==> src/rtl/tickgen_pkg.sv <==
// tickgen_pkg: shared constants and types for the tick generator.
//   DIV_W_DEFAULT  default divisor/counter width (28 bits)
//   DIV_*          divisors that yield common rates from a 100 MHz clock
//   DIV_INIT_DEF   packed reset divisors, ch3..ch0 (ch0 in the low slice)
//   act_t          per-channel action selected at each clock edge
package tickgen_pkg;

  localparam int DIV_W_DEFAULT = 28;
  localparam int N_CH_DEFAULT  = 4;

  localparam logic [DIV_W_DEFAULT-1:0] DIV_50MHZ = 28'd2;
  localparam logic [DIV_W_DEFAULT-1:0] DIV_25MHZ = 28'd4;
  localparam logic [DIV_W_DEFAULT-1:0] DIV_100HZ = 28'd1000000;
  localparam logic [DIV_W_DEFAULT-1:0] DIV_4HZ   = 28'd25000000;

  localparam logic [N_CH_DEFAULT*DIV_W_DEFAULT-1:0] DIV_INIT_DEF =
    {DIV_4HZ, DIV_100HZ, DIV_50MHZ, DIV_25MHZ};

  // Action taken by a channel at an edge, listed in priority order.
  typedef enum logic [2:0] {
    ACT_RESET = 3'd0,
    ACT_LOAD  = 3'd1,
    ACT_CLEAR = 3'd2,
    ACT_IDLE  = 3'd3,
    ACT_HOLD  = 3'd4,
    ACT_COUNT = 3'd5
  } act_t;

endpackage

==> src/rtl/tick_channel.sv <==
// tick_channel: one divider channel of the tick generator.
// Counts clk edges modulo the divisor; on the last count of a period it
// emits a one-cycle tick and toggles the square output.
// Ports:
//   clk, rst_n  clock and synchronous active-low reset
//   en          channel enable (0 = idle: counter, tick, sq forced low)
//   hold        freeze counter and sq, suppress tick
//   clr         phase-align clear: counter, tick and sq to zero
//   ld, ld_div  divisor load strobe and new divisor
//   tick, sq    registered tick pulse and square output
module tick_channel
  import tickgen_pkg::*;
#(
  parameter int               DIV_W = DIV_W_DEFAULT,
  parameter logic [DIV_W-1:0] INIT  = DIV_25MHZ[DIV_W-1:0]
) (
  input  logic             clk,
  input  logic             rst_n,
  input  logic             en,
  input  logic             hold,
  input  logic             clr,
  input  logic             ld,
  input  logic [DIV_W-1:0] ld_div,
  output logic             tick,
  output logic             sq
);

  localparam logic [DIV_W-1:0] ONE = {{(DIV_W-1){1'b0}}, 1'b1};

  logic [DIV_W-1:0] cnt_r;
  logic [DIV_W-1:0] div_r;
  logic             wrap;
  act_t             act;

  // Last count of the period; only meaningful when div_r is nonzero, which
  // the idle decode guarantees before counting is ever selected.
  always_comb begin
    wrap = (cnt_r == (div_r - ONE));
  end

  // Priority decode of what this channel does at the next edge.
  always_comb begin
    act = ACT_COUNT;
    if (!rst_n) begin
      act = ACT_RESET;
    end else if (ld) begin
      act = ACT_LOAD;
    end else if (clr) begin
      act = ACT_CLEAR;
    end else if (!en || (div_r == '0)) begin
      act = ACT_IDLE;
    end else if (hold) begin
      act = ACT_HOLD;
    end else begin
      act = ACT_COUNT;
    end
  end

  // Counter, divisor and output registers.
  always_ff @(posedge clk) begin
    case (act)
      ACT_RESET: begin
        cnt_r <= '0;
        div_r <= INIT;
        tick  <= 1'b0;
        sq    <= 1'b0;
      end
      ACT_LOAD: begin
        // sq keeps its level so a retune does not glitch the square wave.
        div_r <= ld_div;
        cnt_r <= '0;
        tick  <= 1'b0;
      end
      ACT_CLEAR, ACT_IDLE: begin
        cnt_r <= '0;
        tick  <= 1'b0;
        sq    <= 1'b0;
      end
      ACT_HOLD: begin
        tick <= 1'b0;
      end
      ACT_COUNT: begin
        if (wrap) begin
          cnt_r <= '0;
          tick  <= 1'b1;
          sq    <= ~sq;
        end else begin
          cnt_r <= cnt_r + ONE;
          tick  <= 1'b0;
        end
      end
      default: begin
        cnt_r <= '0;
        tick  <= 1'b0;
        sq    <= 1'b0;
      end
    endcase
  end

endmodule

==> src/rtl/tick_generator.sv <==
// tick_generator: multi-channel clock-enable generator.
// Each channel divides clk by its own runtime-loadable integer divisor and
// produces a one-cycle tick plus a 50%-duty square output (period 2*div).
// Optional build macro TICKGEN_STEP_EN adds a 'step' input: while paused,
// a cycle with step=1 advances every active channel by exactly one count.
// Ports:
//   clk       system clock, rising edge
//   rst_n     synchronous active-low reset
//   pause     global freeze of all channel counters
//   step      (TICKGEN_STEP_EN only) single-count advance while paused
//   sync_clr  clear all counters and square phases together
//   ch_en     per-channel enable
//   div_ld    per-channel divisor load strobe
//   div_in    packed new divisors, channel c in [c*DIV_W +: DIV_W]
//   tick      per-channel registered one-cycle pulse
//   sq        per-channel registered square output
module tick_generator
  import tickgen_pkg::*;
#(
  parameter int                      N_CH     = N_CH_DEFAULT,
  parameter int                      DIV_W    = DIV_W_DEFAULT,
  parameter logic [N_CH*DIV_W-1:0]   DIV_INIT = DIV_INIT_DEF
) (
  input  logic                  clk,
  input  logic                  rst_n,
  input  logic                  pause,
`ifdef TICKGEN_STEP_EN
  input  logic                  step,
`endif
  input  logic                  sync_clr,
  input  logic [N_CH-1:0]       ch_en,
  input  logic [N_CH-1:0]       div_ld,
  input  logic [N_CH*DIV_W-1:0] div_in,
  output logic [N_CH-1:0]       tick,
  output logic [N_CH-1:0]       sq
);

  logic hold;

  // A step pulse lets one count through while paused.
  always_comb begin
`ifdef TICKGEN_STEP_EN
    hold = pause & ~step;
`else
    hold = pause;
`endif
  end

  for (genvar c = 0; c < N_CH; c++) begin : g_ch
    tick_channel #(
      .DIV_W (DIV_W),
      .INIT  (DIV_INIT[c*DIV_W +: DIV_W])
    ) u_ch (
      .clk    (clk),
      .rst_n  (rst_n),
      .en     (ch_en[c]),
      .hold   (hold),
      .clr    (sync_clr),
      .ld     (div_ld[c]),
      .ld_div (div_in[c*DIV_W +: DIV_W]),
      .tick   (tick[c]),
      .sq     (sq[c])
    );
  end

endmodule
==> config.mk <==
export PLATFORM = sky130hd
export DESIGN_NAME = tick_generator
export DESIGN_NICKNAME = d
export VERILOG_FILES = /design/src/rtl/tickgen_pkg.sv /design/src/rtl/tick_channel.sv /design/src/rtl/tick_generator.sv
export SDC_FILE = /design/constraint.sdc
export NUM_CORES = 1
export LEC_CHECK = 0
export CAP_MARGIN = 20
export CORE_ASPECT_RATIO = 0.7
export CORE_MARGIN = 3
export CORE_UTILIZATION = 59
export CTS_CLUSTER_DIAMETER = 50
export DETAILED_ROUTE_END_ITERATION = 8
export GPL_TIMING_DRIVEN = 0
export PLACE_DENSITY_LB_ADDON = 0.15
export SETUP_SLACK_MARGIN = 0.3
export SYNTH_ARGS = -nofsm -noshare
export SYNTH_HDL_FRONTEND = slang
export SYNTH_HIERARCHICAL = 1
export SYNTH_SLANG_ARGS = --single-unit
==> constraint.sdc <==
create_clock -name clk -period 4.55 [get_ports clk]
set_input_delay 0.91 -clock clk [delete_from_list [all_inputs] [get_ports clk]]
set_output_delay 0.91 -clock clk [all_outputs]
set_load 0.01 [all_outputs]
Word level (Yosys, flattened, before mapping)
Index checks and enable logic that the tools add are counted.
{"block": "totals", "inputBits": 124, "out_inout_bits": 8, "register_bits": 232, "elab_cells": 121}
{"block": "classes", "mux": 41, "bitwise": 8, "reduce_logical": 28, "n_eq_ne": 20, "add_sub_neg": 8}
{"op": "$pmux W28 S2", "count": 8}
{"op": "$add A28 B1 Y28 const B", "count": 4}
{"op": "$eq A28 B28 Y1", "count": 4}
{"op": "$logic_not A28 Y1", "count": 4}
{"op": "$mux W28", "count": 4}
{"op": "$sub A28 B1 Y28 const B", "count": 4}
{"op": "$mux W3", "count": 16}
{"op": "$eq A3 B3 Y1 const B", "count": 8}
{"op": "$eq A3 B1 Y1 const B", "count": 4}
{"op": "$logic_not A3 Y1", "count": 4}
{"op": "$mux W1", "count": 9}
{"op": "$ne A2 B1 Y1 const B", "count": 4}
{"op": "$not A1 Y1", "count": 8}
{"op": "$pmux W1 S2", "count": 4}
{"op": "$reduce_and A2 Y1", "count": 4}
{"op": "$reduce_bool A2 Y1", "count": 4}
{"op": "$reduce_or A2 Y1", "count": 4}
{"op": "$logic_not A1 Y1", "count": 4}
{"op": "$logic_or A1 B1 Y1", "count": 4}

Depth between registers and ports, before layout
{"block": "depth", "ltp_word": 10, "depth_mapped": 11, "mapped_depth_nobuf": 9}

By module
Netlist, hierarchy kept.
{"module": "tick_channel (g_ch[0].u_ch ...)", "n_inst": 2, "area_per_inst_um2": 3908.7, "seq_area_each_um2": 1731.7, "cells_each": 400}
{"module": "tick_channel (g_ch[2].u_ch)", "n_inst": 1, "area_per_inst_um2": 3903.7, "seq_area_each_um2": 1731.7, "cells_each": 399}
{"module": "tick_channel (g_ch[3].u_ch)", "n_inst": 1, "area_per_inst_um2": 3799.9, "seq_area_each_um2": 1731.7, "cells_each": 371}

Worst setup path after synthesis
OpenSTA, ideal clock, no wires.
{"block": "synth_timing", "path_kind": "register to register", "start": "reg g_ch[3].u_ch.div_r[3]", "end": "reg g_ch[3].u_ch.cnt_r[0], enable pin", "setup_time_ns": 0.385, "path_buffers": 2, "synth_period_minus_slack_ns": 3.521, "path_stages_with_launch": 8, "path_slack_ns": 1.029, "required_time_ns": 4.165, "arrival_ns": 3.136, "cell_sequence": "edfxtp_1 > or4_1 > buf_2 > or4_4 > o31ai_1 > clkbuf_1 > inv_1 > nand2_1"}
{"block": "synth_between", "elab_chain_cells": 7}
{"element": "start, declared", "line_no": "tick_channel.sv:31", "rtl": "logic [DIV_W-1:0] div_r;"}
{"element": "start signal, assigned", "line_no": "tick_channel.sv:70", "rtl": "div_r <= ld_div;"}
{"element": "$logic_not A28 Y1", "line_no": "tick_channel.sv:50", "rtl": "end else if (!en || (div_r == '0)) begin"}
{"element": "$logic_or A1 B1 Y1", "line_no": "tick_channel.sv:50"}
{"element": "$mux W3", "line_no": "tick_channel.sv:50"}
{"element": "$mux W3", "line_no": "tick_channel.sv:48", "rtl": "end else if (clr) begin"}
{"element": "$mux W3", "line_no": "tick_channel.sv:46", "rtl": "end else if (ld) begin"}
{"element": "$mux W3", "line_no": "tick_channel.sv:44", "rtl": "if (!rst_n) begin"}
{"element": "$eq A3 B3 Y1", "line_no": "tick_channel.sv:61", "rtl": "case (act)"}
{"element": "end signal, assigned", "line_no": "tick_channel.sv:88", "rtl": "cnt_r <= cnt_r + ONE;"}
{"element": "end, declared", "line_no": "tick_channel.sv:30", "rtl": "logic [DIV_W-1:0] cnt_r;"}
Every way passes these cells.
A chain may end at the register's enable or synchronous reset.

Worst setup path after layout
{"block": "layout_timing", "start": "reg g_ch[1].u_ch.div_r[0]", "end": "reg g_ch[1].u_ch.cnt_r[9], data pin"}
{"block": "layout_between", "elab_chain_cells": 8, "elab_cells_between_ends": 12, "cone_classes": "add/sub (1); eq/ne (3); mux (6); reduce/logical (2)"}
{"element": "start, declared", "line_no": "tick_channel.sv:31"}
{"element": "start signal, assigned", "line_no": "tick_channel.sv:70"}
{"element": "branches (longest 7 deep; another with $sub A28 B1 Y28)"}
{"element": "$pmux W28 S2 (*)", "line_no": "tick_channel.sv:61"}
{"element": "end signal, assigned", "line_no": "tick_channel.sv:88"}
{"element": "end, declared", "line_no": "tick_channel.sv:30"}
Every way passes the cells marked *.

==> out/results.ini <==
[yosys]
syn_area_per_cell_sq_um = 9.886
synth_edf_count = 228
yosys-top-cells-count = edfxtp_1, xnor2_1, nand2_1, nor2_1, and3_1
synthesis.nets = 1706
yosysWarnings = 6
synth_top_cell_area_share_pct = 44.11
yosys_register_bits = 232
synth.distinct_cells = 70
yosysMostFrequentCell = edfxtp_1
netlist_area_sq_um = 15520
synth_area_leaders = edfxtp_1, xnor2_1, and3_1
async_reset_ff_share_pct = 0
synth_seq_area_share_pct = 44.63
synth_flop_cell = edfxtp_1
synth_top_area_cell = edfxtp_1
netlist_instances = 1570

[timing]
fin_crit_sh_pct = 86.22
final.setup_skew_ns = 0.01400
final.min_clock_period_ns = 3.923
fin_ws_ns = 0.6272
setup_viol = 0
maxSlewHeadroom_pct = 32.66
timing.hold.ws_ns = 0.5668
hold_viol = 0
rsz0062_at_grt = false
fmax_ghz = 0.2549
slew_viol_final = 0
worstMarginPinSlew_ns = 1.001

[global_route]
antenna_found_initial = 1
grt-ovfl-total = 0
grt_max_degree = 29
grt_usage_pct = 27.43
grt_pass1_wl_microns = 62440
grt_pass1_vias = 11989

[flow_run]
drv_cap = 0

[worst_hold_path]
holdPathEnd = g_ch[2].u_ch/sq$_DFFE_PP_
min_path_cells = 1
min_from = g_ch[2].u_ch/sq$_DFFE_PP_
hold_path.class = flip-flop to flip-flop

[drt]
dr.pass1.iters = 7
route.detailed.wl_per_inst_microns = 18.76
vias = 12690
vias_per_cell = 6.101
drc = 0
drtIter0Drc = 1285
wl_microns = 39030
antenna_left = 0

[setup_path]
end_kind = flip-flop
r2r_cells = 10
cp_top_family = simple AND/OR/NAND/NOR gates
timing.rr.start = g_ch[1].u_ch/div_r[0]$_SDFFCE_PP0P_
cp.required_ns = 4.84
cp_data_arrival_time_ns = 4.21
cp_cell_sequence = inv_1 -> ha_1 -> nor3b_1 -> nand3_1 -> o22ai_1 -> o21ai_0 -> or4_1 -> nor4_4 -> buf_6 -> nor2_2
crit_path_start_kind = flip-flop
crit_path_max_fanout = 10
critPathBufInv = 2
cpPeakStageDelay_ns = 0.71
worstReg2RegEnd = g_ch[1].u_ch/cnt_r[9]$_SDFFCE_PP0P_
worstSetupPathType = flip-flop to flip-flop
reg2reg_slack_ns = 0.63
cpMaxStageDelayCell = nor3b_1

[layout]
areaGrowthSynthToFinish_pct = 17.14
final_area_sq_um = 18180
fill_cells = 1857
drive_gt1_share_pct = 10.15
nets = 1873

[power]
power.total_uw = 5174
peakVddDrop_uv = 228.8
leakage_uw = 0.006724
power.density_nw_per_um2 = 284.6

[placement]
io_buffers = 131
placed_area_sq_um = 17410
gp_congestion = 0.9480
place_ws_ns = -0.4261
hpwl_microns = 29670

[die]
die-area_sq_um = 28320
initial_core_util_pct = 61.53
coreArea_sq_um = 25220
die_y_microns = 141.7
ios = 132
die_w_microns = 199.9
core.rowCount = 48

[outcome]
outcome = complete, no violations

[cts]
cts_buffers = 25
clkSinkCount = 232
tritoncts = built
ctsHoldBuffers = 0
clock_path_buffers = 3
clk_latency_ns = 0.54
cts.clk_slew.worst_paths_ns = 0.06
htreeDepth = 1
root_buffer = clkbuf_16

## metal layers
metal	routed length (microns)	up-vias	share of wire (%)	track usage, %
met3	3089	64	7.9	5.246
met5	0	-	0	0
met2	17370	500	45	42.23
met1	17730	5970	45	40.39
li1	-	6156	-	-
met4	834	0	2.1	6.532
## worst max-delay path by stage
stage	start	to	cells after the start
2_1_floorplan	g_ch[3].u_ch/div_r[3]$_SDFFCE_PP0P_	g_ch[3].u_ch/cnt_r[0]$_SDFFCE_PP0P_	7
3_3_place_gp	rst_n	g_ch[0].u_ch/cnt_r[20]$_SDFFCE_PP0P_	5
3_5_place_dp	rst_n	g_ch[2].u_ch/cnt_r[0]$_SDFFCE_PP0P_	8
4_1_cts	g_ch[3].u_ch/div_r[2]$_SDFFCE_PP0P_	g_ch[3].u_ch/cnt_r[19]$_SDFFCE_PP0P_	7
5_1_grt	g_ch[0].u_ch/div_r[0]$_SDFFCE_PP0P_	g_ch[0].u_ch/cnt_r[9]$_SDFFCE_PP0P_	10
6_report	g_ch[1].u_ch/div_r[0]$_SDFFCE_PP0P_	g_ch[1].u_ch/cnt_r[9]$_SDFFCE_PP0P_	10
## through the flow
step                TNS (ns)  cells  utilization [%]
finish                     0   2080            72.08
floorplan                  0   1570                -
global placement     -136.09   2026            68.34
global route               0   2080            72.08
detailed placement    -41.70   2033            69.01
CTS                        0   2077            71.92
## cell type report
| class | count | area, sq um | area share, % |
|---|---|---|---|
| sequential | 232 | 6927 | 38.10 |
| buffer | 67 | 335.3 | 1.844 |
| antenna | 1 | 2.502 | 0.01376 |
| timing repair buffer | 140 | 1514 | 8.327 |
| inverter | 32 | 120.1 | 0.6607 |
| multi-input combinational | 1239 | 8139 | 44.77 |
| tap | 325 | 406.6 | 2.237 |
| clock inverter | 17 | 103.9 | 0.5712 |
| clock buffer | 27 | 633.1 | 3.482 |
## registers in the layout, summed over array words and instances, names as in the netlist
name,cells
g_ch.u_ch/sq,4
g_ch.u_ch/div_r,112
g_ch.u_ch/cnt_r,112
g_ch.u_ch/tick,4
## power breakdown
| part | leakage, uW | switching [uW] | internal (uW) |
|---|---|---|---|
| Sequential | 0.00261 | 146 | 2450 |
| Clock | 0.000368 | 844 | 1010 |
| Combinational | 0.00374 | 368 | 351 |
## logic make-up after synthesis
family	count (synthesis)	synth area share, %
mux	14	0.9754
compound gates	131	5.925
simple gates	837	30.75
buf+inv	99	2.934
xor+xnor	245	13.83
flops	232	44.63
fa+ha+maj	12	0.9673
## cells in the final DEF (no fill, tap or decap), drive strengths merged, types with 42 or more instances in the layout
master and instances:
edfxtp 228, xnor2 189, nand2 150, nor2 150, clkdlybuf4s50 130, and3 118
nand3 81, clkbuf 78, nor4 74, xor2 56, nand4 42
## timing repair
item | 4_1_cts | 5_1_grt
endpoints found under the hold margin | 0 | 0
buffers inserted | 0 | 0
endpoints found under the setup margin | 50 | 23
resized for setup | 1 | 2
(Power assumes the default switching activity.)
